[src/rtl/wb_port_arbiter.sv]
// Register-file write-port arbiter: pipeline writeback source select plus a small FIFO of
// multi-cycle (mul/div) results, with starvation-bounded forcing of the buffered results.
module wb_port_arbiter #(
   parameter int DW         = 32,
   parameter int AW         = 5,
   parameter int BUF_DEPTH  = 2,
   parameter int STARVE_MAX = 4
) (
   input  logic          clk,
   input  logic          rst,
   input  logic          pipe_valid,
   input  logic [AW-1:0] pipe_rd,
   input  logic [1:0]    pipe_sel,
   input  logic [DW-1:0] pipe_res,
   input  logic [DW-1:0] pipe_pc4,
   input  logic [DW-1:0] pipe_imm,
   output logic          pipe_stall,
   input  logic          mc_valid,
   input  logic [AW-1:0] mc_rd,
   input  logic [DW-1:0] mc_data,
   output logic          mc_ready,
   output logic          we3,
   output logic [AW-1:0] a3,
   output logic [DW-1:0] wd3
);

   localparam int PTR_W = (BUF_DEPTH > 1) ? $clog2(BUF_DEPTH) : 1;
   localparam int CNT_W = $clog2(BUF_DEPTH + 1);
   localparam int SW    = (STARVE_MAX > 0) ? $clog2(STARVE_MAX + 1) : 1;

   localparam logic [CNT_W-1:0] DEPTH_C  = CNT_W'(BUF_DEPTH);
   localparam logic [SW-1:0]    STARVE_C = SW'(STARVE_MAX);
   localparam logic [PTR_W-1:0] LAST_PTR = PTR_W'(BUF_DEPTH - 1);

   localparam logic [1:0] S_EMPTY = 2'd0;
   localparam logic [1:0] S_PEND  = 2'd1;
   localparam logic [1:0] S_FORCE = 2'd2;

   logic [1:0]       state_q, state_d;
   logic [CNT_W-1:0] count_q, count_d;
   logic [SW-1:0]    starve_q, starve_d;
   logic [PTR_W-1:0] head_q, head_d;
   logic [PTR_W-1:0] tail_q, tail_d;
   logic             we3_q, we3_d;
   logic [AW-1:0]    a3_q, a3_d;
   logic [DW-1:0]    wd3_q, wd3_d;

   logic [AW-1:0]    rd_mem   [BUF_DEPTH];
   logic [DW-1:0]    data_mem [BUF_DEPTH];

   logic             push;
   logic             head_grant;
   logic             pipe_grant;
   logic [DW-1:0]    pipe_data;
   logic [AW-1:0]    head_rd;
   logic [DW-1:0]    head_data;

   // mc_ready is derived only from registered state so the mc unit never sees a loop
   assign mc_ready   = (count_q < DEPTH_C) & ~rst;
   assign push       = mc_valid & mc_ready;
   assign pipe_stall = ~rst & (state_q == S_FORCE) & pipe_valid;
   assign head_grant = ~rst & (count_q != '0) &
                       ((state_q == S_FORCE) | ((state_q == S_PEND) & ~pipe_valid));
   assign pipe_grant = pipe_valid & ~pipe_stall & ~head_grant;
   assign head_rd    = rd_mem[head_q];
   assign head_data  = data_mem[head_q];

   always_comb begin
      pipe_data = pipe_res;
      case (pipe_sel)
         2'b01:   pipe_data = pipe_pc4;
         2'b10:   pipe_data = pipe_imm;
         default: pipe_data = pipe_res;
      endcase
   end

   always_comb begin
      count_d  = count_q;
      starve_d = starve_q;
      head_d   = head_q;
      tail_d   = tail_q;
      state_d  = state_q;

      if (push && !head_grant) begin
         count_d = count_q + CNT_W'(1);
      end else if (!push && head_grant) begin
         count_d = count_q - CNT_W'(1);
      end

      if (push) begin
         tail_d = (tail_q == LAST_PTR) ? '0 : tail_q + PTR_W'(1);
      end
      if (head_grant) begin
         head_d = (head_q == LAST_PTR) ? '0 : head_q + PTR_W'(1);
      end

      if (head_grant) begin
         starve_d = '0;
      end else if ((count_q != '0) && pipe_grant && (starve_q != STARVE_C)) begin
         starve_d = starve_q + SW'(1);
      end

      // Once forced, the buffer drains completely before the pipeline regains priority
      if (count_d == '0) begin
         state_d = S_EMPTY;
      end else if (state_q == S_FORCE) begin
         state_d = S_FORCE;
      end else if ((starve_d == STARVE_C) || (count_d == DEPTH_C)) begin
         state_d = S_FORCE;
      end else begin
         state_d = S_PEND;
      end
   end

   // rd==0 is consumed like any other grant but must never reach the register file
   always_comb begin
      we3_d = 1'b0;
      a3_d  = a3_q;
      wd3_d = wd3_q;
      if (head_grant) begin
         if (head_rd != '0) begin
            we3_d = 1'b1;
            a3_d  = head_rd;
            wd3_d = head_data;
         end else begin
            a3_d  = '0;
            wd3_d = '0;
         end
      end else if (pipe_grant) begin
         if (pipe_rd != '0) begin
            we3_d = 1'b1;
            a3_d  = pipe_rd;
            wd3_d = pipe_data;
         end else begin
            a3_d  = '0;
            wd3_d = '0;
         end
      end
   end

   always_ff @(posedge clk) begin
      if (rst) begin
         state_q  <= S_EMPTY;
         count_q  <= '0;
         starve_q <= '0;
         head_q   <= '0;
         tail_q   <= '0;
         we3_q    <= 1'b0;
         a3_q     <= '0;
         wd3_q    <= '0;
      end else begin
         state_q  <= state_d;
         count_q  <= count_d;
         starve_q <= starve_d;
         head_q   <= head_d;
         tail_q   <= tail_d;
         we3_q    <= we3_d;
         a3_q     <= a3_d;
         wd3_q    <= wd3_d;
      end
   end

   always_ff @(posedge clk) begin
      if (push) begin
         rd_mem[tail_q]   <= mc_rd;
         data_mem[tail_q] <= mc_data;
      end
   end

   assign we3 = we3_q;
   assign a3  = a3_q;
   assign wd3 = wd3_q;

endmodule

[config.mk]
export PLATFORM = sky130hd
export DESIGN_NAME = wb_port_arbiter
export DESIGN_NICKNAME = d
export VERILOG_FILES = /design/src/rtl/wb_port_arbiter.sv
export SDC_FILE = /design/constraint.sdc
export NUM_CORES = 1
export LEC_CHECK = 0
export CORE_ASPECT_RATIO = 0.75
export CORE_MARGIN = 2
export CORE_UTILIZATION = 26
export CTS_BUF_LIST = sky130_fd_sc_hd__clkbuf_8
export CTS_CLUSTER_DIAMETER = 60
export DETAILED_ROUTE_END_ITERATION = 6
export GPL_ROUTABILITY_DRIVEN = 0
export SLEW_MARGIN = 20
export SYNTH_ARGS = -nofsm -noshare
export SYNTH_HDL_FRONTEND = slang
export SYNTH_SLANG_ARGS = --single-unit
[constraint.sdc]
create_clock -name clk -period 3.4 [get_ports clk]
set_clock_uncertainty 0.05 [all_clocks]
set_input_delay 0.34 -clock clk [delete_from_list [all_inputs] [get_ports clk]]
set_output_delay 0.34 -clock clk [all_outputs]
set_load 0.01 [all_outputs]
== After elaboration in Yosys (flattened, before gate mapping) ==
Memories as Yosys holds them, arrays and structs flattened. A register that Yosys moved wholly into a read port is not among the register bits.
Index checks and enable logic that the tools add are counted.
Storage, ports and cells
  input bits: 144
  memories: 2
  word-level logic and storage cells: 79
  register bits: 47
  bits in writable memories: 74
Memory list
  data_mem: words 2, bits a word 32, read ports 1, clocked after memory_dff 1, wr ports 1, RTL line 49  | logic [DW-1:0] data_mem [BUF_DEPTH];
  rd_mem: words 2, bits a word 5, read ports 1, clocked after memory_dff 1, wr ports 1, RTL line 48  | logic [AW-1:0] rd_mem [BUF_DEPTH];
Operators by class
  reduce and logical (&&, ||, !) cells: 14
  add/subtract/negate cells: 5
  eq/ne operators: 7
  bitwise logic cells: 14
  mux-type cells: 27
  order comparisons: 1
Operators by type and width (number)
  $mux 32: 4
  $pmux 32 s2: 1
  $mux 5: 4
  $mux 1: 12
  $reduce_bool 5->1: 2
  $and 1x1->1: 9
  $mux 2: 4
  $eq 2x2->1 const B: 3
  $mux 3: 2
  $eq 2x1->1 const B: 2
  $logic_and 1x1->1: 4
  $not 1->1: 4
  $reduce_bool 2->1: 2
  $add 3x1->3 const B: 1
  $eq 3x3->1 const B: 1
  $ne 3x3->1 const B: 1
  $reduce_or 3->1: 1
  $add 1x1->1 const B: 2
  $add 2x1->2 const B: 1
  $logic_not 1->1: 2
  $logic_not 2->1: 1
  $lt 2x2->1 const B: 1
  $reduce_or 2->1: 1
  $sub 2x1->2 const B: 1
  2 further kinds: 2

== Depth between registers and ports, before layout ==
  word-level depth: 14
  gate-level depth with buffers: 9
  mapped depth without buffers: 7

== Least setup slack after synthesis ==
Ideal clock, no wire load.
  path type: input to register
  start: input rst
  end: memory data_mem[0][0] (enable)
  stages on the path: 3
  arrival: 2.722 ns
  setup slack: 0.192 ns
  setup time: 0.436 ns
  path buffers: 1
  required time: 2.914 ns
  cells stage by stage: buf_4 -> nor3b_1 -> nor2b_1
On the way
  cells in the longest elaborated chain, start to end: 5
Ends and longest elaborated chain
  start: declaration: RTL line 10  | input logic rst,
  $not 1->1: RTL line 59  | assign mc_ready = (count_q < DEPTH_C) & ~rst;
  $and 1x1->1: RTL line 59
  $and 1x1->1: RTL line 60  | assign push = mc_valid & mc_ready;
  $mux 1: RTL line 164  | if (push) begin
  $mux 1 (implied by the code): RTL line 166  | data_mem[tail_q] <= mc_data;
  end: declaration: RTL line 49
No other way between the ends.

== Worst setup path after layout ==
  start: register count_q[0]
  end: register state_q[1]
On the way
  cells in the longest elaborated chain, start to end: 13
  elaborated cells on any way between the ends: 27
  those cells by class: add/sub: 2; order compare: 1; eq/ne: 2; mux: 6; bitwise: 6; reduce/logical: 10
Ends and longest elaborated chain
  start: declaration: RTL line 40  | logic [CNT_W-1:0] count_q, count_d;
  start signal: assignment: RTL line 153  | count_q <= count_d;
  $reduce_bool 2->1: RTL line 62, 99
  $and 1x1->1 (2 in a row): RTL line 62  | assign head_grant = ~rst & (count_q != '0) &
  $not 1->1: RTL line 64  | assign pipe_grant = pipe_valid & ~pipe_stall & ~head_grant;
  $and 1x1->1: RTL line 64
  $logic_and 1x1->1 (2 in a row): RTL line 99  | end else if ((count_q != '0) && pipe_grant && (starve_q != STARVE_C)) begin
  $mux 3: RTL line 99
  $mux 3: RTL line 97  | if (head_grant) begin
  $eq 3x3->1: RTL line 108  | end else if ((starve_d == STARVE_C) || (count_d == DEPTH_C)) begin
  $logic_or 1x1->1: RTL line 108
  $mux 2: RTL line 108
  $mux 2: RTL line 106  | end else if (state_q == S_FORCE) begin
  end signal: assignment: RTL line 152  | state_q <= state_d;
  end: declaration: RTL line 39  | logic [1:0] state_q, state_d;
Several ways; a longest one is shown, not always the timed one.
A chain may end at the register's enable or synchronous reset.

==> key figures <==
STA
  – Setup TNS: 0 ns
  – Final setup violation count: 0
  – RSZ-0062 raised after global routing: no
  – Fmax: 0.4063 GHz
  – Crit share post-route: 72.40%
  – Pin slew with the least headroom to its limit: 1.067 ns
  – Final max-slew violation count: 0
  – Fin. Hold Viols: 0
  – Minimum clock period: 2.462 ns
  – Slew headroom: 28.88%

Detailed routing
  – 1st-pass router iterations: 5
  – Drt initial violations: 293
  – Routed vias/inst: 4.708
  – ANT nets after route: 0
  – DR vias: 4,491
  – DRC errors left: 0
  – DR WL/cell: 17.68 um
  – WL final: 16.86 mm

Finish
  – Non-filler cells, final: 954
  – Filler instances: 1,995
  – Area growth syn-to-layout: 45.67%
  – Nets: 801
  – Layout cell share with drive strength beyond 1: 18.80%
  – Post-route cell area: 8253 um2
  – Area occupied by multi-input gates: 2308 um2
  – Final Util: 38.86%
  – Register area: 3184 um2

Synthesis
  – Syn Area/Cell: 11.95 um2
  – Synth area leader: edfxtp_1
  – List of most frequent post-synthesis cells: edfxtp_1, nor2_1, dfxtp_1, a22oi_1, nand2_1
  – Synth warnings: 0
  – Cell variety after synth: 44
  – Largest cells by area after synthesis: edfxtp_1, dfxtp_1, mux2_2
  – Seq/Total Area, Yosys: 56.18%
  – Synth top area share: 39.22%
  – Post-synth ARST share: 0%
  – Synth Flop Type: edfxtp_1
  – Syn_nets: 623
  – Cells after Synth: 474
  – Synth Cell Area: 5665 um2
  – Most common cell in the netlist: edfxtp_1
  – Yosys reg bits: 122
  – Post-synth EDFFs: 74

Floorplanning
  – Die width: 174.5 um
  – Die footprint: 23,000 um2
  – Die Y: 131.8 um
  – Core footprint: 21,240 um2
  – Total I/O pin count: 184
  – Starting Density: 26.68%
  – Row Count: 46

Worst setup path
  – Max Fanout on Critical Path: 19
  – Startpoint types: flip-flop
  – Worst EP arrival: 2.73 ns
  – Critical path type: flip-flop to flip-flop
  – CP required: 3.67 ns
  – Crit end category: flip-flop

Global route
  – First-pass GRT wire length: 26.52 mm
  – Total track usage: 14.84%
  – Initial antenna violation count: 2
  – Vias in the first global route: 4,829
  – Overflow after GRT: 0
  – Largest net degree at the start of global routing: 48

Place
  – Hpwl dp: 12.21 mm
  – IO buf count: 183
  – DP Area: 7846 um2
  – Placed cells: 920

Clock network
  – Clk slew on worst S/H paths: 0.07 ns
  – Post-cts gate resize count: 0
  – Root Driver: clkbuf_8
  – Setup bufs post-CTS: 0
  – CTS buffer count: 17
  – Worst-Skew Late Latency: 0.43 ns
  – CTS H-tree depth: 4
  – CTS tree: built
  – Clk buf depth: 2
  – Clock sinks: 122
  – # hold bufs at CTS: 0

Pwr
  – Peak supply drop: 0.0001977 V
  – PwrDens: 464.3 nW/um2
  – Leakage: 2.806 nW
  – Pwr Total: 3.832 mW

Status
  – Status: finished clean

Flow run
  – Max Cap Viol: 0

Hold path
  – HP Class: input port to flip-flop
sequential cells by signal (all words and copies together) (netlist names), named ones only:
register and cells:
count_q 2, state_q 2, data_mem 64, a3 5, rd_mem 10, starve_q 3
tail_q 1, head_q 1, we3 1, wd3 32
final cells by class:
class	instances	area share (%)
diodes	1	0.03032
inverters	7	0.3184
repair buffers	196	24.17
well taps	288	4.366
flip-flops and latches	122	38.58
multi-input cells	308	27.97
clock inverters	15	1.728
clock buffers	17	2.835
cell families after synthesis:
kind of cell	Yosys count	share of synthesized area [%]
AOI/OAI and AO/OA	146	21.91
xor gates and xnor gates	6	0.9276
adders and majority gates	5	1.104
buffers and inverters	44	3.445
DFF	122	56.18
muxes	41	8.061
and+or+nand+nor	110	8.371
layer usage:
metal / part of all wire [%] / track usage [%] / vias up / routed length [um]
met5: 0.077 / 0 / - / 13
met4: 1.8 / 4.575 / 2 / 308
met3: 7.5 / 5.075 / 22 / 1270
met2: 45 / 23.94 / 175 / 7651
met1: 45 / 18.74 / 2126 / 7621
li1: - / - / 2166 / -
report_power, final:
group	total, mW	switching [mW]	internal, mW
logic	0.828	0.389	0.439
registers	1.75	0.0660	1.68
clock network	1.25	0.554	0.699
total	3.83	1.01	2.82
cell usage in the layout (no fill, tap or decap), types with 2 or more instances in the layout:
| master | count |
|---|---|
| a211oi_1 | 12 |
| a211oi_2 | 20 |
| a21oi_1 | 3 |
| a221oi_1 | 2 |
| a222oi_1 | 4 |
| a22oi_1 | 43 |
| a22oi_2 | 20 |
| buf_12 | 4 |
| buf_4 | 8 |
| bufinv_16 | 3 |
| clkbuf_8 | 17 |
| clkdlybuf4s50_1 | 182 |
| clkinv_1 | 4 |
| clkinv_2 | 3 |
| dfxtp_1 | 47 |
| edfxtp_1 | 74 |
| ha_1 | 4 |
| inv_1 | 11 |
| mux2_2 | 36 |
| mux2i_1 | 4 |
| nand2_1 | 38 |
| nand2b_1 | 3 |
| nor2_1 | 48 |
| nor3_1 | 7 |
| o211ai_1 | 2 |
| o21ai_0 | 33 |
| or4_1 | 3 |
| xnor2_1 | 5 |
metrics by stage:
step | setup WS, ns | hold WS, ns
finish | 0.9385 | 0.2955
global route | 0.7459 | 0.2931
CTS | 0.8020 | 0.2667
detailed placement | 0.6807 | 0.4111
global placement | 0.7952 | 0.4037
floorplan | 0.1924 | 0.3889
critical path, stage by stage (launching register included):
cell	delay (ns)
dfxtp_1	0.44
inv_1	0.10
ha_1	0.26
nor2_1	0.20
a21boi_2	0.30
buf_4	0.29
mux2_1	0.34
o211ai_1	0.19
o21ba_1	0.18
worst paths after layout:
path,depth (start not counted),end,slack [ns],start
setup / recovery,8,state_q[1]$_SDFF_PP0_,0.94,count_q[0]$_SDFF_PP0_
hold / removal,2,a3[0]$_SDFFE_PP0P_,0.30,rst
setup reg to reg,8,state_q[1]$_SDFF_PP0_,0.94,count_q[0]$_SDFF_PP0_
hold reg to reg,2,a3[4]$_SDFFE_PP0P_,0.41,a3[4]$_SDFFE_PP0P_
No activity file was read; power rests on OpenSTA's default activity.
